## src/rtl/gray_bit_packer_pkg.sv

```systemverilog
// ============================================================================
// Module      : gray_bit_packer_pkg
// Description : Shared types and helpers for the gray-bit packer.
// Revision    : 1.0 - initial release
// ============================================================================
`default_nettype none

package gray_bit_packer_pkg;

  typedef enum logic [0:0] {
    ACCUM = 1'b0,
    FLUSH = 1'b1
  } state_e;

  // Accumulator width for the default geometry (OUT_WIDTH=32, MAX_BPS=8).
  localparam int unsigned ACC_W = 32 + 8 - 1;

  function automatic int unsigned acc_width(input int unsigned out_width,
                                            input int unsigned max_bps);
    return out_width + max_bps - 1;
  endfunction

  function automatic int unsigned clamp_bps(input int unsigned raw,
                                            input int unsigned max_bps);
    if (raw == 0) return 1;
    else if (raw > max_bps) return max_bps;
    else return raw;
  endfunction

endpackage

`default_nettype wire

```

## src/rtl/bit_accumulator.sv

```systemverilog
// ============================================================================
// Module      : bit_accumulator
// Description : MSB-first shift-in / word-extract datapath with fill count.
// Revision    : 1.0 - initial release
// ============================================================================
`default_nettype none

module bit_accumulator
  import gray_bit_packer_pkg::*;
#(
  parameter int unsigned MAX_BPS   = 8,
  parameter int unsigned OUT_WIDTH = 32,
  parameter int unsigned BPS_W     = $clog2(MAX_BPS) + 1,
  parameter int unsigned FILL_W    = $clog2(acc_width(OUT_WIDTH, MAX_BPS) + 1)
) (
  input  logic                 clk,
  input  logic                 reset,
  input  logic                 i_push,
  input  logic                 i_extract,
  input  logic                 i_zero,
  input  logic [MAX_BPS-1:0]   i_sym,
  input  logic [BPS_W-1:0]     i_bps,
  output logic [FILL_W-1:0]    o_fill,
  output logic [FILL_W-1:0]    o_new_fill,
  output logic [OUT_WIDTH-1:0] o_word
);

  localparam int unsigned ACC_LEN = acc_width(OUT_WIDTH, MAX_BPS);

  logic [ACC_LEN-1:0] r_acc;
  logic [FILL_W-1:0]  r_fill;
  logic [ACC_LEN-1:0] w_placed;
  logic [ACC_LEN-1:0] w_merged;
  logic [MAX_BPS-1:0] w_mask;

  // Bits below the fill point are kept zero, so extracted words come out
  // already zero-padded.
  always_comb begin
    w_mask   = ~({MAX_BPS{1'b1}} >> i_bps);
    w_placed = '0;
    w_placed[ACC_LEN-1 -: MAX_BPS] = i_sym & w_mask;
    w_placed = w_placed >> r_fill;
    w_merged   = i_push ? (r_acc | w_placed) : r_acc;
    o_new_fill = i_push ? (r_fill + FILL_W'(i_bps)) : r_fill;
  end

  assign o_fill = r_fill;
  assign o_word = w_merged[ACC_LEN-1 -: OUT_WIDTH];

  always_ff @(posedge clk or posedge reset) begin
    if (reset) begin
      r_acc  <= '0;
      r_fill <= '0;
    end else if (i_zero) begin
      r_acc  <= '0;
      r_fill <= '0;
    end else if (i_extract) begin
      r_acc  <= w_merged << OUT_WIDTH;
      r_fill <= o_new_fill - FILL_W'(OUT_WIDTH);
    end else if (i_push) begin
      r_acc  <= w_merged;
      r_fill <= o_new_fill;
    end
  end

endmodule

`default_nettype wire

```

## src/rtl/gray_bit_packer.sv

```systemverilog
// ============================================================================
// Module      : gray_bit_packer
// Description : Packs 1..MAX_BPS-bit symbols MSB-first into AXI-stream words.
// Revision    : 1.0 - initial release
// ============================================================================
`default_nettype none

module gray_bit_packer
  import gray_bit_packer_pkg::*;
#(
  parameter int unsigned MAX_BPS     = 8,
  parameter int unsigned OUT_WIDTH   = 32,
  parameter int unsigned SR_BPS      = 0,
  parameter int unsigned DEFAULT_BPS = 2
) (
  input  logic                           clk,
  input  logic                           reset,
  input  logic                           clear,
  input  logic                           set_stb,
  input  logic [7:0]                     set_addr,
  input  logic [31:0]                    set_data,
  input  logic [MAX_BPS-1:0]             i_tdata,
  input  logic                           i_tlast,
  input  logic                           i_tvalid,
  output logic                           i_tready,
  output logic [OUT_WIDTH-1:0]           o_tdata,
  output logic                           o_tlast,
  output logic [$clog2(OUT_WIDTH):0]     o_tuser,
  output logic                           o_tvalid,
  input  logic                           o_tready
);

  localparam int unsigned BPS_W   = $clog2(MAX_BPS) + 1;
  localparam int unsigned ACC_LEN = acc_width(OUT_WIDTH, MAX_BPS);
  localparam int unsigned FILL_W  = $clog2(ACC_LEN + 1);
  localparam int unsigned USER_W  = $clog2(OUT_WIDTH) + 1;
  localparam logic [BPS_W-1:0]  BPS_RESET = BPS_W'(clamp_bps(DEFAULT_BPS, MAX_BPS));
  localparam logic [FILL_W-1:0] FILL_OW   = FILL_W'(OUT_WIDTH);
  localparam logic [USER_W-1:0] USER_OW   = USER_W'(OUT_WIDTH);

  state_e             r_state;
  state_e             w_state_next;
  logic [BPS_W-1:0]   r_bps_active;
  logic [BPS_W-1:0]   r_bps_pending;
  logic [BPS_W-1:0]   w_bps;
  logic               r_in_pkt;
  logic               w_idle;
  logic               w_out_free;
  logic               w_accept;
  logic               w_full;
  logic               w_push;
  logic               w_extract;
  logic               w_zero;
  logic               w_load;
  logic               w_load_last;
  logic [USER_W-1:0]  w_load_user;
  logic [FILL_W-1:0]  w_fill;
  logic [FILL_W-1:0]  w_new_fill;
  logic [OUT_WIDTH-1:0] w_word;
  logic               w_unused_set;

  assign w_unused_set = ^set_data[31:BPS_W];

  bit_accumulator #(
    .MAX_BPS   (MAX_BPS),
    .OUT_WIDTH (OUT_WIDTH),
    .BPS_W     (BPS_W),
    .FILL_W    (FILL_W)
  ) u_acc (
    .clk        (clk),
    .reset      (reset),
    .i_push     (w_push),
    .i_extract  (w_extract),
    .i_zero     (w_zero),
    .i_sym      (i_tdata),
    .i_bps      (w_bps),
    .o_fill     (w_fill),
    .o_new_fill (w_new_fill),
    .o_word     (w_word)
  );

  // Between packets the pending value is used directly, so a packet that
  // starts the cycle after a boundary already packs at the new rate.
  always_comb begin
    w_state_next = r_state;
    w_out_free   = ~o_tvalid | o_tready;
    w_idle       = (r_state == ACCUM) && (w_fill == '0) && !r_in_pkt;
    w_bps        = w_idle ? r_bps_pending : r_bps_active;
    i_tready     = (r_state == ACCUM) && w_out_free;
    w_accept     = i_tvalid && i_tready;
    w_full       = (w_new_fill >= FILL_OW);
    w_push       = w_accept;
    w_extract    = 1'b0;
    w_zero       = clear;
    w_load       = 1'b0;
    w_load_last  = 1'b0;
    w_load_user  = '0;
    case (r_state)
      ACCUM: begin
        if (w_accept) begin
          if (w_full) begin
            w_extract   = 1'b1;
            w_load      = 1'b1;
            w_load_user = USER_OW;
            if (i_tlast) begin
              if (w_new_fill == FILL_OW) w_load_last = 1'b1;
              else                       w_state_next = FLUSH;
            end
          end else if (i_tlast) begin
            w_load      = 1'b1;
            w_load_last = 1'b1;
            w_load_user = USER_W'(w_new_fill);
            w_zero      = 1'b1;
          end
        end
      end
      FLUSH: begin
        if (w_out_free) begin
          w_load       = 1'b1;
          w_load_last  = 1'b1;
          w_load_user  = USER_W'(w_fill);
          w_zero       = 1'b1;
          w_state_next = ACCUM;
        end
      end
      default: w_state_next = ACCUM;
    endcase
  end

  always_ff @(posedge clk or posedge reset) begin
    if (reset)      r_state <= ACCUM;
    else if (clear) r_state <= ACCUM;
    else            r_state <= w_state_next;
  end

  always_ff @(posedge clk or posedge reset) begin
    if (reset) begin
      o_tvalid      <= 1'b0;
      o_tdata       <= '0;
      o_tlast       <= 1'b0;
      o_tuser       <= '0;
      r_in_pkt      <= 1'b0;
      r_bps_active  <= BPS_RESET;
      r_bps_pending <= BPS_RESET;
    end else begin
      if (set_stb && (set_addr == 8'(SR_BPS)))
        r_bps_pending <= BPS_W'(clamp_bps(32'(set_data[BPS_W-1:0]), MAX_BPS));
      if (clear) begin
        o_tvalid <= 1'b0;
        o_tdata  <= '0;
        o_tlast  <= 1'b0;
        o_tuser  <= '0;
        r_in_pkt <= 1'b0;
      end else begin
        r_bps_active <= w_bps;
        if (w_accept) r_in_pkt <= !i_tlast;
        if (w_load) begin
          o_tvalid <= 1'b1;
          o_tdata  <= w_word;
          o_tlast  <= w_load_last;
          o_tuser  <= w_load_user;
        end else if (o_tready) begin
          o_tvalid <= 1'b0;
        end
      end
    end
  end

endmodule

`default_nettype wire

```

## config.mk

```make
export PLATFORM = sky130hd
export DESIGN_NAME = gray_bit_packer
export DESIGN_NICKNAME = d
export VERILOG_FILES = /design/src/rtl/gray_bit_packer_pkg.sv /design/src/rtl/bit_accumulator.sv /design/src/rtl/gray_bit_packer.sv
export SDC_FILE = /design/constraint.sdc
export NUM_CORES = 1
export LEC_CHECK = 0
export BUFFER_PORTS_ARGS = -buffer_cell sky130_fd_sc_hd__buf_4
export CORE_AREA = 2 2 104 106
export DETAILED_ROUTE_END_ITERATION = 8
export DIE_AREA = 0 0 106 108
export GPL_ROUTABILITY_DRIVEN = 1
export PLACE_DENSITY = 0.72
export RECOVER_POWER = 50
export SKIP_CTS_REPAIR_TIMING = 1
export SLEW_MARGIN = 10
export SYNTH_ARGS = -nofsm -noshare
export SYNTH_HDL_FRONTEND = slang
export SYNTH_SLANG_ARGS = --single-unit
```

## constraint.sdc

```tcl
create_clock -name clk -period 3.7 [get_ports clk]
set_clock_uncertainty 0.2 [all_clocks]
set_input_delay 0.74 -clock clk [delete_from_list [all_inputs] [get_ports clk]]
set_output_delay 0.74 -clock clk [all_outputs]
set_load 0.005 [all_outputs]
```

## After elaboration in Yosys (flattened, before gate mapping)

Cells that the tools add are included.

| word-level totals | value |
|---|---|
| memory bits (read-only) | 0 |
| memories kept | 0 |
| memory bits (writable) | 0 |
| register bits | 95 |
| logic and storage cells | 89 |
| bits in latches | 0 |

| operators by class | value |
|---|---|
| add/subtract/negate cells | 2 |
| $lt $le $gt $ge | 2 |
| divide/modulo/power cells | 0 |
| muxes and demuxes | 52 |
| eq/ne operators | 1 |
| multipliers | 0 |
| bitwise gates (word level) | 6 |
| reduce and logical (&&, ||, !) cells | 14 |
| shift-type cells | 2 |

Operators with widths:

| cell | count |
|---|---|
| 39-bit two-way mux | 4 |
| 32-bit two-way mux | 2 |
| 6-bit two-way mux | 10 |
| 39-bit bitwise OR | 1 |
| 39-bit by 6-bit >> shifter with 39-bit output | 1 |
| 1-bit two-way mux | 28 |
| 4-bit two-way mux | 3 |
| 6-bit one-hot mux with 2 select lines | 1 |
| 8-bit AND | 1 |
| 8-bit zero test | 1 |
| 8-bit NOT | 1 |
| 1-bit one-hot mux with 2 select lines | 4 |
| 8-bit by 4-bit >> shifter with 8-bit output (first input constant) | 1 |
| 6-bit by 4-bit adder with 6-bit output | 1 |
| 6-bit equality test (second input constant) | 1 |
| 6-bit greater-or-equal comparator (second input constant) | 1 |
| 6-bit zero test | 1 |
| 3-bit nonzero test | 2 |
| 6-bit subtractor (second input constant) | 1 |
| 1-bit logical AND | 5 |
| 4-bit greater-than comparator (second input constant) | 1 |
| 4-bit zero test | 1 |
| 2-bit nonzero test | 2 |
| 1-bit zero test | 2 |
| other kinds (2) | 3 |

## Logic depth before layout (Yosys ltp)

| depth | value |
|---|---|
| word-level depth | 14 |
| gate-level depth with buffers | 15 |
| gate-level depth less buffers | 12 |

## Modules after synthesis

Synthesis repeated with hierarchy kept, for this count alone.

| second synthesis, totals | value |
|---|---|
| cells, all modules | 625 |
| area, all modules | 5721.7 um^2 |

By module, submodules not included:

| module | cells an instance | sequential area each (um^2) | area each (um^2) | instances |
|---|---|---|---|---|
| bit_accumulator | 370 | 1126.1 | 3106.7 | 1 |
| gray_bit_packer | 255 | 1253.7 | 2615.0 | 1 |

## Worst setup path after synthesis

No wires, ideal clock.

| timing path | value |
|---|---|
| path type | reg2reg |
| start | register u_acc.r_fill[1], in the netlist u_acc.o_fill[1] |
| end | register o_tdata[8] |
| stages on the path, launching flop included | 13 |
| period minus slack after synthesis | 3.925 ns |
| path slack | -0.225 ns |
| arrival | 3.643 ns |
| library setup time | 0.083 ns |
| data required time | 3.417 ns |
| path buffers | 1 |
| path through | dfrtp_1 nor4_4 nand2_1 mux2_2 ha_1 a211o_1 a21o_1 and3_1 xnor2_1 a221oi_1 buf_2 a22oi_1 o21ai_0 |

| between the ends | value |
|---|---|
| cells in the longest elaborated chain, start to end | 12 |

Ends and longest elaborated chain:

| what | RTL line | source |
|---|---|---|
| start: declaration | bit_accumulator.sv:31 | `logic [FILL_W-1:0] r_fill;` |
| start signal: assignment | bit_accumulator.sv:59 | `r_fill <= o_new_fill - FILL_W'(OUT_WIDTH);` |
| start signal: assignment | bit_accumulator.sv:62 | `r_fill <= o_new_fill;` |
| 6-bit zero test * | gray_bit_packer.sv:87 | `w_idle = (r_state == ACCUM) && (w_fill == '0) && !r_in_pkt;` |
| 1-bit logical AND * (2 in a row) | gray_bit_packer.sv:87 |  |
| 4-bit two-way mux * | gray_bit_packer.sv:88 | `w_bps = w_idle ? r_bps_pending : r_bps_active;` |
| via u_acc.i_bps[1] | bit_accumulator.sv:22 | `input logic [BPS_W-1:0] i_bps,` |
| branches (longest 8 deep; another with 6-bit by 4-bit adder with 6-bit output) | n/a |  |
| end signal: assignment | gray_bit_packer.sv:159 | `o_tdata <= w_word;` |
| end: declaration | gray_bit_packer.sv:26 | `output logic [OUT_WIDTH-1:0] o_tdata,` |

Mark *: on every way through the listed nets, which the timed path passes. The select of a mux whose other input is x is not followed.
A chain may end at the register's enable or synchronous reset.

## Worst setup path in the final report

| timing path | value |
|---|---|
| start | register u_acc.r_fill[4], in the netlist u_acc.o_fill[4] |
| end | register o_tdata[22] |

The elaborated chain is that of the path after synthesis.

==> results.md <==
- The detail-routed net length per standard cell is between 15 and 20 um.
- The detailed router finished its first iteration with ~540 violations.
- For this run, the number of Yosys warnings is 0.
- The number of nets in the synthesized netlist is 619.
- At the end of the flow, the number of nets in the layout was 694.
- The total instance count after detailed placement is about 750.
- By startpoint and endpoint, the worst setup path is classified as flop to flop.
- The count of buffers inserted at the top-level ports is 67.
- In this run the deepest clock path goes through 2 buffers.
- Timing would allow up to 275.0 MHz.
- The share of synthesized registers carrying an async set or reset is between 90% and 100%.
- The diode insertion count for antenna repair is 0.
- The final cell utilization of the core is around three fifths.
- The largest fanout on the critical path is 9.
- The number of maximum-capacitance violations is 2.
- Measured against its own limit, the worst slew margin works out to -19.36%.
- The post-synthesis share of cell area spent on xor and xnor gates is less than 1%.
- The flow ran to the end, but the final reports show violations.
- Summed over all layers, the global routing overflow is 0.
- The area growth from synthesis to layout is 21.50%.
- The TritonCTS clock tree is done.
- The portion of synthesized area spent on multiplexers is 3.227%.
- Of the available clock period, the critical path in the final layout requires 98.29%.
- The post-route minimum period is approximately 3.6 ns.
- The final wirelength is between 10000 and 15000 um.
- The number of ports placed on the die boundary is 96.
- IR analysis of the VDD net gives a maximum drop of between 0.15 and 0.2 mV.
- The global-route wire length before repair is ~23000 um.
- The CTS sink count is between 90 and 100.
- Power spread over the standard cell area amounts to around 310 mW/mm2.
- The number of buffers inserted during clock tree synthesis is 9.
- The post-detailed-route via-to-cell ratio is roughly 6.2.
- The number of endpoints failing setup at the final stage is 0.
- The leakage power figure is between 2 and 3 nW.
- The final setup slack of the worst path is 0.06322 ns.
- The main combinational cell family by area after synthesis is compound AO/OA/AOI/OAI gates.
- Data on the critical path is required at its endpoint by 3.76 ns.
- The number of antenna-violating nets in the routed design is 0.
- The min-delay analysis places its worst path in the category flop to flop.
- The via count of the first global-routing pass is 4530.
- The predominant post-synthesis flop cell is sky130_fd_sc_hd__dfrtp_1.
- The site row count is 37.
- STA puts the critical path data arrival time at 3.69 ns.
- Entering global routing, the biggest net connects between 40 and 50 pins.
- The final HPWL from detailed placement is ~10000 um.
- Yosys mapped the design onto 68 distinct sky130hd cell types.
- The count of mapped cells out of synthesis is around 560.
- The number of remaining DRC errors is 0.
- Summing the areas of all compound-gate instances in the mapped netlist gives between 20% and 30% of the synthesized area.
- The later-pin clock latency in the skew report is ~0.35 ns.
- The kind of capture point of the worst setup path is a flop.
- The routed via count is 4795.
- Leaving out fill and tap cells, the most frequent cells in the layout are sky130_fd_sc_hd__dfrtp_1 (93), sky130_fd_sc_hd__buf_4 (83), sky130_fd_sc_hd__nand2_1 (59).
- The number of hold violations in the final report is 0.
- The number of antenna violations at the first check in global routing came to 0.
- The share of layout cells above drive strength 1 is 23.47%.
- The filler-free cell count of the finished design is around 780.
- For the final routed database, the setup TNS stands at 0 ns.
- The flop and latch count out of synthesis is 95.
- The checks that failed: capacitance limit, slew limit.
- The setup slack after placement is roughly 0.047 ns.
- The cell type contributing the most total cell area after synthesis is sky130_fd_sc_hd__dfrtp_1.
- The die width is about 110 um.
- The simple-gate share of the synthesized area is a little under a fifth.
- The share of the synthesized area in the top cell type is 45.13%.
- Fill cells in the final layout number approximately 900.
- The tree is rooted in a sky130_fd_sc_hd__clkbuf_8.
- The count of flip-flops with a built-in enable after synthesis is 0.
- At the pin with the least slew margin, the transition time is between 1.5 and 2 ns.
- For this run, the total global-route usage over all layers was measured as between 20% and 30%.
- The die is 108 um tall.
- In this run the number of H-tree levels came out at 3.
- Summing the areas of all fa, ha and maj instances in the mapped netlist gives under 10% of the synthesized area.
- The clock-pin slew on the worst setup and hold paths is ~0.1 ns.
- The die covers about 0.011 mm2.
- Summing every instance area after synthesis gives ~0.0052 mm2.
- By area the synthesized netlist is led by sky130_fd_sc_hd__dfrtp_1 (45%), sky130_fd_sc_hd__nand2_1 (4.4%), sky130_fd_sc_hd__o21ai_0 (4.4%).
- For this run, the detailed router's first-pass iteration total came to 7.
- Once the floorplan was initialized, standard cells occupied between 50% and 60% of the core.
- STA classifies the critical path startpoint as a flop.
- The final weighted congestion in routability-driven placement is 0.9597.
- Leaving out fill and tap cells, the most frequent cell in the layout is sky130_fd_sc_hd__dfrtp_1.
- The max-slew violation count came to 76.
- The flop-to-flop setup slack is 0.06 ns.
- Averaged over all synthesized cells, the footprint is just over 9 um2.
- The core area is just over 0.01 mm2.
- The share of synthesized area occupied by flip-flops and latches is between 40% and 50%.
[worst max-delay path: stages, from the launching register on]
cell,delay [ns]
sky130_fd_sc_hd__dfrtp_1,0.42
sky130_fd_sc_hd__nor4_4,0.33
sky130_fd_sc_hd__nand2_2,0.15
sky130_fd_sc_hd__mux2_4,0.34
sky130_fd_sc_hd__ha_2,0.20
sky130_fd_sc_hd__a211o_1,0.32
sky130_fd_sc_hd__a21o_1,0.25
sky130_fd_sc_hd__and3_4,0.22
sky130_fd_sc_hd__xnor2_2,0.17
sky130_fd_sc_hd__buf_4,0.23
sky130_fd_sc_hd__a221oi_4,0.11
sky130_fd_sc_hd__buf_4,0.19
sky130_fd_sc_hd__buf_4,0.13
sky130_fd_sc_hd__a221o_1,0.28
[logic make-up after synthesis]
kind of cell / after synthesis
AOI/OAI and AO/OA: 199
and+or+nand+nor: 193
DFF: 95
buffers and inverters: 48
muxes: 15
adders and majority gates: 5
xor gates and xnor gates: 4
[metal layers]
metal | share of wire [%] | vias up | wire, um | GRT usage [%]
met5 | 0 | - | 0 | 0
met4 | 3.1 | 0 | 454 | 10.81
met3 | 7.7 | 43 | 1131 | 3.737
met2 | 47 | 238 | 6868 | 40.88
met1 | 42 | 2288 | 6190 | 34.83
li1 | - | 2226 | - | -
[final timing paths]
kind                                 start               to  depth (start not counted)
max                        u_acc.o_fill[4]      o_tdata[22]                         13
min                        u_acc.r_acc[10]  u_acc.r_acc[10]                          2
max reg2reg                u_acc.o_fill[4]      o_tdata[22]                         13
min reg2reg                u_acc.r_acc[10]  u_acc.r_acc[10]                          2
max in group asynchronous            reset   u_acc.r_acc[1]                          3
min in group asynchronous            reset      o_tdata[29]                          2
[synthesized netlist by cell type (5+ instances only)]
library cell / number
sky130_fd_sc_hd__o22ai_1: 8
sky130_fd_sc_hd__mux2_2: 10
sky130_fd_sc_hd__a31oi_1: 12
sky130_fd_sc_hd__clkbuf_1: 33
sky130_fd_sc_hd__o21bai_1: 5
sky130_fd_sc_hd__a22oi_1: 7
sky130_fd_sc_hd__a21oi_1: 34
sky130_fd_sc_hd__o31ai_1: 6
sky130_fd_sc_hd__nand3_1: 9
sky130_fd_sc_hd__a221oi_1: 9
sky130_fd_sc_hd__a221o_1: 7
sky130_fd_sc_hd__a21o_1: 8
sky130_fd_sc_hd__nand2b_1: 8
sky130_fd_sc_hd__nand2_1: 60
sky130_fd_sc_hd__nor4_1: 6
sky130_fd_sc_hd__o21a_1: 5
sky130_fd_sc_hd__and3_1: 7
sky130_fd_sc_hd__o21ai_0: 45
sky130_fd_sc_hd__nor3_1: 19
sky130_fd_sc_hd__dfrtp_1: 93
sky130_fd_sc_hd__a211oi_1: 14
sky130_fd_sc_hd__inv_1: 9
sky130_fd_sc_hd__nor2_1: 51
sky130_fd_sc_hd__and2_1: 13
sky130_fd_sc_hd__a22o_1: 9
[state kept, by name, summed over array words and instances, names as in the netlist]
name           cells
o_tuser            6
o_tdata           32
u_acc.o_fill       6
r_in_pkt           1
o_tlast            1
o_tvalid           1
r_bps_active       4
u_acc.r_acc       39
r_state            1
r_bps_pending      4
[stage by stage]
stage	instance area [um2]	power, mW	hold WS (ns)
2_1_floorplan	5233	1.227	0.2465
3_3_place_gp	5951	1.314	0.2600
3_5_place_dp	5951	1.320	0.2667
4_1_cts	6130	1.946	0.2904
5_1_grt	6265	2.043	0.3139
6_report	6265	1.961	0.2846
[area by class of cell]
| type | count | area (um2) | area share [%] |
|---|---|---|---|
| clock buffers | 10 | 127.6 | 2.037 |
| clock inverters | 6 | 51.30 | 0.8189 |
| inverters | 9 | 35.03 | 0.5592 |
| multi-input cells | 416 | 2680 | 42.78 |
| flip-flops and latches | 95 | 2380 | 37.99 |
| well taps | 136 | 170.2 | 2.716 |
| repair buffers | 103 | 820.8 | 13.10 |
[power breakdown]
part	switching [mW]	internal, mW	total, mW
clock network	0.386	0.255	0.641
logic	0.159	0.101	0.260
registers	0.0135	1.05	1.06
total	0.559	1.40	1.96
(Power assumes the default switching activity.)
